### src/rtl/dec3_to_8.sv
// dec3_to_8: registered 3-to-8 one-hot decoder with an active-high enable.
// Optional macro DEC3_8_INPUT_REG_EN adds an input register stage, which raises
// the latency from 1 to 2 cycles. Parameter OUT_ACTIVE_LOW inverts the output
// polarity, so the selected line is 0 and every other line is 1.
module dec3_to_8 #(
  parameter int unsigned OUT_ACTIVE_LOW = 0
) (
  input  logic       clk,
  input  logic       rst,
  input  logic [2:0] a,
  input  logic       enn,
  output logic [7:0] d,
  output logic       dv
);

  localparam int unsigned SEL_W = 3;
  localparam int unsigned OUT_W = 8;
  localparam logic [OUT_W-1:0] INACTIVE = (OUT_ACTIVE_LOW != 0) ? {OUT_W{1'b1}} : {OUT_W{1'b0}};

  logic [SEL_W-1:0] dec_a;
  logic             dec_en;
  logic [OUT_W-1:0] d_d, d_q;
  logic             dv_d, dv_q;

`ifdef DEC3_8_INPUT_REG_EN
  logic [SEL_W-1:0] a_q;
  logic             enn_q;

  // Input capture stage; reset discards any value still in flight
  always_ff @(posedge clk or posedge rst) begin
    if (rst) begin
      a_q   <= '0;
      enn_q <= 1'b0;
    end else begin
      a_q   <= a;
      enn_q <= enn;
    end
  end

  assign dec_a  = a_q;
  assign dec_en = enn_q;
`else
  assign dec_a  = a;
  assign dec_en = enn;
`endif

  // One-hot decode; a low enable forces every line to the inactive level
  always_comb begin
    d_d  = '0;
    dv_d = dec_en;
    for (int i = 0; i < int'(OUT_W); i++) begin
      d_d[i] = dec_en && (dec_a == SEL_W'(i));
    end
    if (OUT_ACTIVE_LOW != 0) begin
      d_d = ~d_d;
    end
  end

  // Output register keeps d and dv aligned and glitch-free
  always_ff @(posedge clk or posedge rst) begin
    if (rst) begin
      d_q  <= INACTIVE;
      dv_q <= 1'b0;
    end else begin
      d_q  <= d_d;
      dv_q <= dv_d;
    end
  end

  assign d  = d_q;
  assign dv = dv_q;

endmodule

### config.mk
export PLATFORM = sky130hd
export DESIGN_NAME = dec3_to_8
export DESIGN_NICKNAME = d
export VERILOG_FILES = /design/src/rtl/dec3_to_8.sv
export SDC_FILE = /design/constraint.sdc
export NUM_CORES = 1
export LEC_CHECK = 0
export BUFFER_PORTS_ARGS = -buffer_cell sky130_fd_sc_hd__buf_2
export CAP_MARGIN = 10
export CELL_PAD_IN_SITES_DETAIL_PLACEMENT = 1
export CELL_PAD_IN_SITES_GLOBAL_PLACEMENT = 1
export CORE_AREA = 2 2 39 41
export DETAILED_ROUTE_END_ITERATION = 8
export DIE_AREA = 0 0 41 43
export GPL_TIMING_DRIVEN = 1
export PLACE_DENSITY = 0.65
export SYNTH_ARGS = -nofsm -noshare
export SYNTH_HDL_FRONTEND = slang
export SYNTH_SLANG_ARGS = --single-unit
### constraint.sdc
create_clock -name clk -period 0.8 [get_ports clk]
set_clock_uncertainty 0.15 [all_clocks]
set_input_delay 0.04 -clock clk [delete_from_list [all_inputs] [get_ports clk]]
set_output_delay 0.04 -clock clk [all_outputs]
set_load 0.005 [all_outputs]
Yosys cells after proc, flatten, opt, wreduce, memory -nomap -nowiden
Index checks and enable logic that the tools add are counted.
{"block": "word_totals", "output_inout_bits": 9, "word_cells": 18, "ff_bits": 9, "in_bits": 6}
{"block": "classes", "eq_ne": 7, "reduce_logical": 9}
{"op": "$eq A3 B3 Y1 const B", "count": 4}
{"op": "$logic_and A1 B1 Y1", "count": 8}
{"op": "$eq A3 B2 Y1 const B", "count": 2}
{"op": "$eq A3 B1 Y1 const B", "count": 1}
{"op": "$logic_not A3 Y1", "count": 1}

Longest topological paths before layout
Gate-level depths: netlist of the first run.
{"block": "depth", "word_depth": 2, "depth_mapped": 1, "depth_no_buf": 1}

Worst setup path before layout of the first run
OpenSTA, ideal clock, no wires.
{"block": "synth_path", "path_type": "reg2out", "from": "reg d_q[0], in the netlist d[0]", "to": "out d[0]", "path_stages_with_launch": 1, "required_ns": 0.610, "arrival_ns": 0.349, "setup_slack_ns": 0.261, "path_buffers": 0, "path_cell_list": "dfrtp_1"}
{"element": "from (decl)", "line_no": "22", "text": "logic [OUT_W-1:0] d_d, d_q;"}
{"element": "from (signal assigned)", "line_no": "62", "text": "d_q <= INACTIVE;"}
{"element": "from (signal assigned)", "line_no": "65", "text": "d_q <= d_d;"}
{"element": "to (decl)", "line_no": "12", "text": "output logic [7:0] d,"}
No word-level cell between the ends.

Final worst setup path of the first run
{"block": "layout_path", "from": "reg d_q[2], in the netlist d[2]", "to": "out d[2]"}
No word-level cell between the ends.

==> metrics list, run 1 <==
- Setup WS post-layout: -0.1243 ns
- The congestion estimate from routability-driven global placement came to 0.7355.
- H-tree level count: 1
- The floorplan step defined a core boundary enclosing 0.001384 mm^2.
* # fillers: between 150 and 200
- Buffers placed on the I/O ports in this run total 14.
- From left edge to right edge, the die measures 41 um.
- Slowest-stage cell, CP: sky130_fd_sc_hd__dfrtp_1
- The largest total area in the synthesized netlist belongs to sky130_fd_sc_hd__dfrtp_1.
- Clock tree buffer depth: 2
- The number of clock buffers added by TritonCTS is 3.
- For this run the aggregate overflow at the end of global routing stands at 0.
* Maximum achievable frequency: ~1100 MHz
- After clock tree synthesis, the clock-pin slew on the worst setup and hold paths is 0.06 ns.
* CP max stage delay: between 0.3 and 0.4 ns
- Maximum fanout encountered on the critical timing path: 1
- Cell Area, Synth: 324.1 um^2
- Area of all placed cells without fillers: between 400 and 500 um^2
- Signal arrival time at the worst endpoint: about 0.73 ns
- Commonest non-fill, non-tap cell in the layout: sky130_fd_sc_hd__buf_2
- Worst slew pin tran: between 0.3 and 0.4 ns
* Result of the run: finished with violations
- Count of antenna diodes in the layout: 0
- Category of the most critical setup path: reg -> out
- Post-synth top area share: 69.50%
* Wire per inst: 10.11 um
* Average cell area after synthesis: roughly 18 um^2
- Vias in the first global route: 220
- Buffers inserted to repair hold after CTS numbered 1.
* Root Driver: sky130_fd_sc_hd__clkbuf_4
- Total routing resource utilization after global routing: ~8.1%
* Die Y-Extent: ~43 um
- Fin Hold WS: -0.1746 ns
* CTS tree: done
- Counting I/O delays and the setup requirement, the final critical path takes slightly above 0.9 ns.
- The initial antenna violation count was 0.
- The final max-slew violation count was 0.
* Vias post-DR: around 230
* Hold crit path type: in -> reg
- Using the TritonRoute via totals, the vias-per-cell ratio works out to ~4.3.
- # IOs: 15
* Synth-to-Final Area Change: 39.00%
* Drc violations: 0
- Dividing total power by cell area gives a power density of 1927 mW/mm^2.
- The checks that failed: negative hold slack, negative setup slack.
- Buffers added to address setup during post-CTS repair amount to 0.
* Critical path, cell by cell: buf_2
- Synthesized Nets: 24
* Setup TNS after final layout: -1.019 ns
- Nets@finish: 44
- Total number of placement rows: 14
* First-pass GRT wire length: about 840 um
* Ys Warns: 0
- Together, buffers and inverters on the worst path number 1.
- Setup crit start kind: register
* Fraction of layout instances using a drive strength above 1: between 50% and 60%
* Critical Path Sink Type: output pin
* Placement-stage cell area: 414.1 um^2
- Reported max-cap violation count: 0
- The library cells used most frequently in the layout, excluding fill and tap cells, are sky130_fd_sc_hd__buf_2 (14), sky130_fd_sc_hd__dfrtp_1 (9), sky130_fd_sc_hd__clkbuf_4 (3), sky130_fd_sc_hd__and4bb_1 (2), sky130_fd_sc_hd__and4b_2 (2).
- Required time of the critical path: ~0.61 ns
- Die footprint: around 0.0018 mm^2
* Final-report setup violation count: 9
- The tree built by TritonCTS fans out to 9 sinks.
- Cells fill approximately 33% of the core in the end.
- Initial Util: roughly a quarter
* Static leakage: around 0.00025 uW
- For this run, the register share of the synthesized area comes to between 60% and 70%.
* Antenna Violating Nets Remaining: 0
* Worst vdd rail ir drop: 0.4567 mV
* Cells after Synth: 18
- Total Power: 867.8 uW
- The worst path uses 115.5% of the clock period.
- Number of endpoints with negative hold slack in the final report: 3
* Gate family responsible for the most delay along the worst path: flip-flops
* DRT Wirelength: ~540 um
- Headroom to the max-slew limit came out at between 70% and 80%.
- Entering global routing, the biggest net connects 10 pins.
- Setup repair after global routing could not meet its margin everywhere.
- Total iterations of the first detailed-routing run: 2
* Ranking of synthesized cells by area: sky130_fd_sc_hd__dfrtp_1 (69%), sky130_fd_sc_hd__and4bb_1 (7.7%), sky130_fd_sc_hd__and4b_2 (6.9%), sky130_fd_sc_hd__nor4b_2 (4.6%), sky130_fd_sc_hd__and4bb_2 (3.9%)
- In this run, the number of DRC markers left after iteration 0 of detailed routing was 2.
- Yosys mapped the design onto 8 distinct sky130hd cell types.
* Seq cells post-synth: 9
## metal layers
layer	vias up	global-route usage [%]	wire length [um]
li1	107	-	-
met1	105	7.047	184
met2	12	10.63	273
met3	2	2.094	63
met4	0	14.00	14
met5	-	0	0
## sequential cells by signal, summed over array words and instances, names as in the netlist
| register | cells |
|---|---|
| d | 8 |
| dv | 1 |
## power breakdown
group	total, uW	switching, uW	internal, uW
registers	471	2.67	468
clock network	329	138	191
logic	67.7	33.9	33.8
total	868	175	693
## cell families (layout without fill, tap and decap cells)
| group | after synthesis | count (layout) | synth area share (%) |
|---|---|---|---|
| and+or+nand+nor | 8 | 8 | 29.34 |
| buffers and inverters | 1 | 20 | 1.157 |
| DFF | 9 | 9 | 69.50 |
## path summary, 6_finish.rpt
path                       slack, ns      startpoint              to  cells after the start
min in group asynchronous       0.12             rst  d[3]$_DFF_PP0_                      3
max in group asynchronous       0.14             rst  d[5]$_DFF_PP0_                      3
max                            -0.12  d[2]$_DFF_PP0_            d[2]                      1
min                            -0.17             enn    dv$_DFF_PP0_                      1
## synthesized netlist by cell type
library cell	count
sky130_fd_sc_hd__and4b_2	2
sky130_fd_sc_hd__and4bb_1	2
sky130_fd_sc_hd__dfrtp_1	9
sky130_fd_sc_hd__inv_1	1
sky130_fd_sc_hd__and4b_1	1
sky130_fd_sc_hd__and4_2	1
sky130_fd_sc_hd__nor4b_2	1
sky130_fd_sc_hd__and4bb_2	1
## stage by stage
stage                     instances  setup WS (ns)
after floorplan                  18         0.2607
after global placement           48         0.1079
after detailed placement         48        0.09573
after CTS                        53        -0.1405
after global routing             53        -0.1611
final                            53        -0.1243
## repair_timing
| item | 4_1_cts | 5_1_grt |
|---|---|---|
| pin swaps | 0 | 0 |
| gates resized for setup | 0 | 0 |
| setup endpoints to repair | 9 | 9 |
| hold endpoints to repair | 15 | 3 |
## layout make-up
cell class	count	area, um^2	area share [%]
clock buffer	4	26.28	5.833
sequential	9	225.2	50.00
multi-input combinational	8	95.09	21.11
inverter	1	3.754	0.8333
timing repair buffer	15	80.08	17.78
tap	16	20.02	4.444
Note: power is estimated with default switching activity, not from simulation.
==> run 2: changes to the inputs <==
==> constraint.sdc (replaced) <==
create_clock -name clk -period 1 [get_ports clk]
set_clock_uncertainty 0.15 [all_clocks]
set_input_delay 0.05 -clock clk [delete_from_list [all_inputs] [get_ports clk]]
set_output_delay 0.05 -clock clk [all_outputs]
set_load 0.005 [all_outputs]
==> metrics list, run 2 (synthesized netlist as in run 1, its figures left out) <==
- Final min period: between 0.9 and 1 ns
- Number of antenna violations at the first check in global routing: 0
* 1st-iter DRT viols: 1
- Using the TritonRoute via totals, the vias-per-cell ratio works out to approximately 4.4.
* Number of endpoints with negative hold slack in the final report: 0
- Die Span X: a little over 40 um
- Buffers inserted by post-CTS timing repair: 0
- After detailed routing, the wire length on met1 is around 190 um.
- The slowest stage of the critical path belongs to the cell sky130_fd_sc_hd__dlygate4sd3_1.
* Top layer used by detailed routing: met4
- The repair_antennas step left the layout with diodes totalling 0.
* Hold crit path type: in -> reg
- Max-cap violations in this run came to 0.
* Antenna Violating Nets Remaining: 0
- Launch point of the critical path: a[2]
- Measured against its own limit, the worst slew margin works out to around four fifths.
- Vias in the first global route: around 230
* Synth-to-Final Area Change: 52.51%
- Net switching is a little over a fifth of the power.
- Gate family responsible for the most delay along the worst path: buffers and inverters
- For this run, the detailed router's first-pass iteration total came to 3.
- After detailed routing, the total wire length is 568 um.
* Pwr per Cell Area: about 1400 mW/mm^2
- Counting every sink on the clock net gives 9.
- Portion of total power attributed to the clock network: between 30 and 40%
* Drc violations: 0
- The run finished with clean final reports.
- After clock tree synthesis, the clock-pin slew on the worst setup and hold paths is roughly 0.060 ns.
- The register with the most flip-flops in the layout has 8 of them.
* Setup WS post-layout: roughly 0.022 ns
- Signal arrival time at the worst endpoint: 0.97 ns
* Category of the most critical setup path: in -> reg
- The critical path goes through dlygate4sd3_1 > buf_4 > and4b_2.
* Setup crit start kind: input port
- Worst vdd rail ir drop: roughly 0.38 mV
- The worst setup path is captured at a register.
* Cts bufs inserted: 3
- Remaining Overflow, GRT: 0
- Root Driver: sky130_fd_sc_hd__clkbuf_4
- Sequential cells burn 52.7% of the power.
- Maximum fanout encountered on the critical timing path: 8
- Placement-stage worst setup slack: between 0.2 and 0.3 ns
* Bufs and invs on worst path: 2
- Counting buffers and inverters, the worst setup path is 3 cells deep.
- The analysis attributes to net switching a power of about 150 uW.
* Top library cells by usage in the layout, fill and taps aside: sky130_fd_sc_hd__buf_2 (10), sky130_fd_sc_hd__dfrtp_1 (9), sky130_fd_sc_hd__clkbuf_4 (3), sky130_fd_sc_hd__dlymetal6s4s_1 (3)
* Static leakage: between 0.0002 and 0.0003 uW
- Setup repair after global routing missed its margin: false
- TritonCTS built the clock tree.
- Metal3 WL: between 50 and 60 um
- The first global-routing pass estimated between 800 and 900 um of wire.
* Die Y-Extent: approximately 43 um
* Commonest non-fill, non-tap cell in the layout: sky130_fd_sc_hd__buf_2
- The floorplan step defined a die boundary enclosing ~0.0018 mm^2.
- At the pin with the least slew margin, the transition time is 0.3038 ns.
* Final Max Tran Viols: 0
* Final-report setup violation count: 0
- The final route contains between 200 and 250 vias.
- Maximum achievable frequency: 1022 MHz
- Largest net degree at the start of global routing: 10
* End of the critical path: d[6]$_DFF_PP0_
* Weighted congestion reported at the end of routability-driven placement: 0.7355
- # fillers: approximately 150
- Met2 wire length: 274 um
- Setup TNS after final layout: 0 ns
* Core Footprint: around 0.0014 mm^2
- Dividing the final minimum period by the clock period gives 97.80%.
* # IOs: 15
- CP max stage delay: 0.53 ns
- The post-route netlist has approximately 50% of its cells at a drive strength greater than 1.
- CTS built an H-tree with a depth of 1.
- Fraction of power consumed by combinational cells: under 10%
- Total number of placement rows: 14
- For the worst setup path, the data required time is 0.99 ns.
- Counting along the longest clock path gives a buffer depth of 2.
* Internal: roughly 570 uW
* Port Buffers: 14
- The initial utilization of the core area, before any placement, comes to a little under a quarter.
* Total routing resource utilization after global routing: under 10%
* Wire per inst: between 10 and 15 um
- For this run, the post-layout net count is 45.
-- run 2: repair_timing --
item                       4_1_cts  5_1_grt
hold buffers                     5        0
setup endpoints to repair        0        6
gates resized for setup          0        6
hold endpoints to repair        12        0
-- run 2: worst min path at each step --
| stage | endpoint | depth (start not counted) | start |
|---|---|---|---|
| final | dv$_DFF_PP0_ | 1 | enn |
| after global placement | d[3]$_DFF_PP0_ | 2 | rst |
| after floorplan | d[0]$_DFF_PP0_ | 1 | rst |
| after detailed placement | d[2]$_DFF_PP0_ | 2 | rst |
| after global routing | dv$_DFF_PP0_ | 1 | enn |
| after CTS | d[3]$_DFF_PP0_ | 3 | rst |
-- run 2: power groups by stage --
stage	registers [uW]	logic (uW)	clock network (uW)
2_1_floorplan	385	17.8	0
3_3_place_gp	383	51.4	0
3_5_place_dp	383	53.4	0
4_1_cts	377	67.8	279
5_1_grt	377	77.1	304
6_report	377	68.8	269
-- run 2: through the flow --
| stage | util, % | hold slack [ns] | instance area [um^2] | instances | power (uW) |
|---|---|---|---|---|---|
| detailed placement | 29.93 | -0.1355 | 414.1 | 48 | 436.7 |
| CTS | 35.44 | 0.1352 | 490.5 | 57 | 723.1 |
| finish | 35.71 | 0.01503 | 494.2 | 54 | 714.5 |
| floorplan | - | -0.2721 | 324.1 | 18 | 403.0 |
| global route | 35.71 | 0.05841 | 494.2 | 54 | 757.6 |
| global placement | 29.93 | -0.1439 | 414.1 | 48 | 434.1 |
-- run 2: final cells by class --
| class | count | area (um^2) | area share [%] |
|---|---|---|---|
| clock buffers | 4 | 26.28 | 5.316 |
| inverters | 1 | 3.754 | 0.7595 |
| multi-input cells | 8 | 103.9 | 21.01 |
| flip-flops and latches | 9 | 225.2 | 45.57 |
| well taps | 16 | 20.02 | 4.051 |
| repair buffers | 16 | 115.1 | 23.29 |
-- run 2: routing by layer --
layer	vias up	GRT usage, %
met5	-	0
met2	14	11.88
li1	108	-
met1	109	7.383
met3	4	1.571
met4	0	14.00
==> run 3: changes to the inputs <==
--- a/config.mk
+++ b/config.mk
@@ -13,7 +13,7 @@
 export DETAILED_ROUTE_END_ITERATION = 8
 export DIE_AREA = 0 0 41 43
 export GPL_TIMING_DRIVEN = 1
-export PLACE_DENSITY = 0.65
+export PLACE_DENSITY = 0.53
 export SYNTH_ARGS = -nofsm -noshare
 export SYNTH_HDL_FRONTEND = slang
 export SYNTH_SLANG_ARGS = --single-unit
==> metrics list, run 3 (synthesized netlist as in run 1, its figures left out) <==
* Antenna Violating Nets Remaining: 0
- Die footprint: about 0.0018 mm^2
- Leaving out fill and tap cells, the most frequent cells in the layout are sky130_fd_sc_hd__buf_2 (10), sky130_fd_sc_hd__dfrtp_1 (9), sky130_fd_sc_hd__clkbuf_4 (4), sky130_fd_sc_hd__dlygate4sd3_1 (4).
- Wire per inst: slightly below 10 um
- 1st-iter DRT viols: 0
- Port Buffers: 14
* Count of antenna diodes in the layout: 0
- H-tree level count: 1
* Maximum fanout encountered on the critical timing path: 8
- Of the available clock period, the critical path in the final layout requires between 90% and 100%.
- First-pass GRT wire length: roughly 870 um
- Die Span X: 41 um
- WHS Path Cells: 2
* Area of all placed cells without fillers: 491.7 um^2
- Pin placement for this block handled 15 I/O pins.
- Nets@finish: 46
- Signal arrival time at the worst endpoint: about 0.97 ns
- Vias post-DR: approximately 230
* Root Driver: sky130_fd_sc_hd__clkbuf_4
- Total routing resource utilization after global routing: approximately 8.1%
- From synthesis to final layout, the design area changed by 51.74%.
- Final-report setup violation count: 0
- Setup crit start kind: input port
- The tightest min-delay check is of the in -> reg type.
- After clock tree synthesis, the setup repair step added 0 buffers.
- The number of global-route vias before repair came to about 230.
- Worst vdd rail ir drop: ~0.31 mV
- Worst slew pin tran: 0.3076 ns
- At the end of routability-driven placement, the weighted congestion stood at 0.6222.
- Clk pin slew, worst setup/hold paths: about 0.05 ns
* Post-detailed-route via-to-cell ratio: 4.200
- The die is between 40 and 50 um tall.
* Static leakage: 0.0002729 uW
- Cells with a size suffix above 1 make up roughly half of the layout.
- Core Footprint: 0.001384 mm^2
- Entering global routing, the biggest net connects 10 pins.
- The clock drives 9 sinks.
* Cts bufs inserted: 3
* Number of endpoints with negative hold slack in the final report: 0
- Reported max-cap violation count: 0
- Setup repair after global routing missed its margin: false
* Final Max Tran Viols: 0
* Final min period: between 0.9 and 1 ns
- Summed over all layers, the global routing overflow is 0.
- The worst setup path is captured at a register.
- Setup TNS after final layout: 0 ns
- The worst hold path begins at a[2].
* Rel. slew slack: between 70% and 80%
- For this configuration, the core starts out at a cell density of between 20% and 30%.
- At the worst endpoint, the required time is slightly below 1 ns.
* Category of the most critical setup path: in -> reg
* Maximum achievable frequency: 1016 MHz
* DRT Wirelength: ~540 um
* Total iterations of the first detailed-routing run: 1
- Total Power: around 700 uW
* Commonest non-fill, non-tap cell in the layout: sky130_fd_sc_hd__buf_2
* Clock tree buffer depth: 2
- Pwr per Cell Area: ~1400 mW/mm^2
- Drc violations: 0
- Post-detailed-placement half-perimeter wirelength: 427.1 um
* Total number of placement rows: 14
- The initial antenna violation count is 0.
- Placement-stage cell area: about 410 um^2
- The register with the most flip-flops in the layout has 8 of them.
* CTS tree: done
- The run finished with clean final reports.
- Hold worst-path end: d[0]$_DFF_PP0_
-- run 3: cell type report --
| type | count | area, um^2 |
|---|---|---|
| fillers | 157 | 892.1 |
| clock buffers | 4 | 26.28 |
| inverters | 1 | 3.754 |
| repair buffers | 17 | 121.4 |
| multi-input cells | 8 | 95.09 |
| flip-flops and latches | 9 | 225.2 |
| well taps | 16 | 20.02 |
-- run 3: how the worst max path moves through the flow --
stage / from / endpoint / cells past startpoint / slack [ns]
final: a[0] / d[7]$_DFF_PP0_ / 3 / 0.02
after global routing: a[0] / d[4]$_DFF_PP0_ / 3 / 0.003
after CTS: enn / d[5]$_DFF_PP0_ / 3 / 0.03
after detailed placement: a[1] / d[1]$_DFF_PP0_ / 2 / 0.29
after global placement: a[1] / d[1]$_DFF_PP0_ / 2 / 0.29
after floorplan: d[0]$_DFF_PP0_ / d[0] / 0 / 0.45
-- run 3: where the power goes --
group	switching [uW]	internal, uW	leakage [uW]
clock	108	153	0.0000150
sequential	2.00	375	0.000121
combinational	29.1	38.7	0.000136
total	139	566	0.000273
-- run 3: worst max-delay path, stage by stage --
cell and delay, ns:
sky130_fd_sc_hd__dlygate4sd3_1 0.53, sky130_fd_sc_hd__clkbuf_4 0.17, sky130_fd_sc_hd__and4_2 0.23
-- run 3: timing repair --
action                                  in CTS  in global routing
hold endpoints to repair                    13                  0
gates resized for setup                      0                  5
endpoints found under the setup margin       0                  5
hold buffers                                 5                  0
-- run 3: per-stage QoR --
step | worst slack [ns] | std cells | util (%) | hold WS (ns)
after global routing | 0.002639 | 55 | 35.53 | 0.07358
after detailed placement | 0.2856 | 48 | 29.93 | -0.1376
after floorplan | 0.4507 | 18 | - | -0.2721
final | 0.01569 | 55 | 35.53 | 0.04976
after global placement | 0.2899 | 48 | 29.93 | -0.1383
after CTS | 0.02725 | 57 | 35.44 | 0.1349
-- run 3: per-layer routing --
layer  global-route usage (%)  up-vias  wire length, um
met5                        0        -                0
met4                    12.00        0               14
met3                    1.571        2               58
met2                    11.56       14              265
met1                    7.095      105              205
li1                         -      110                -
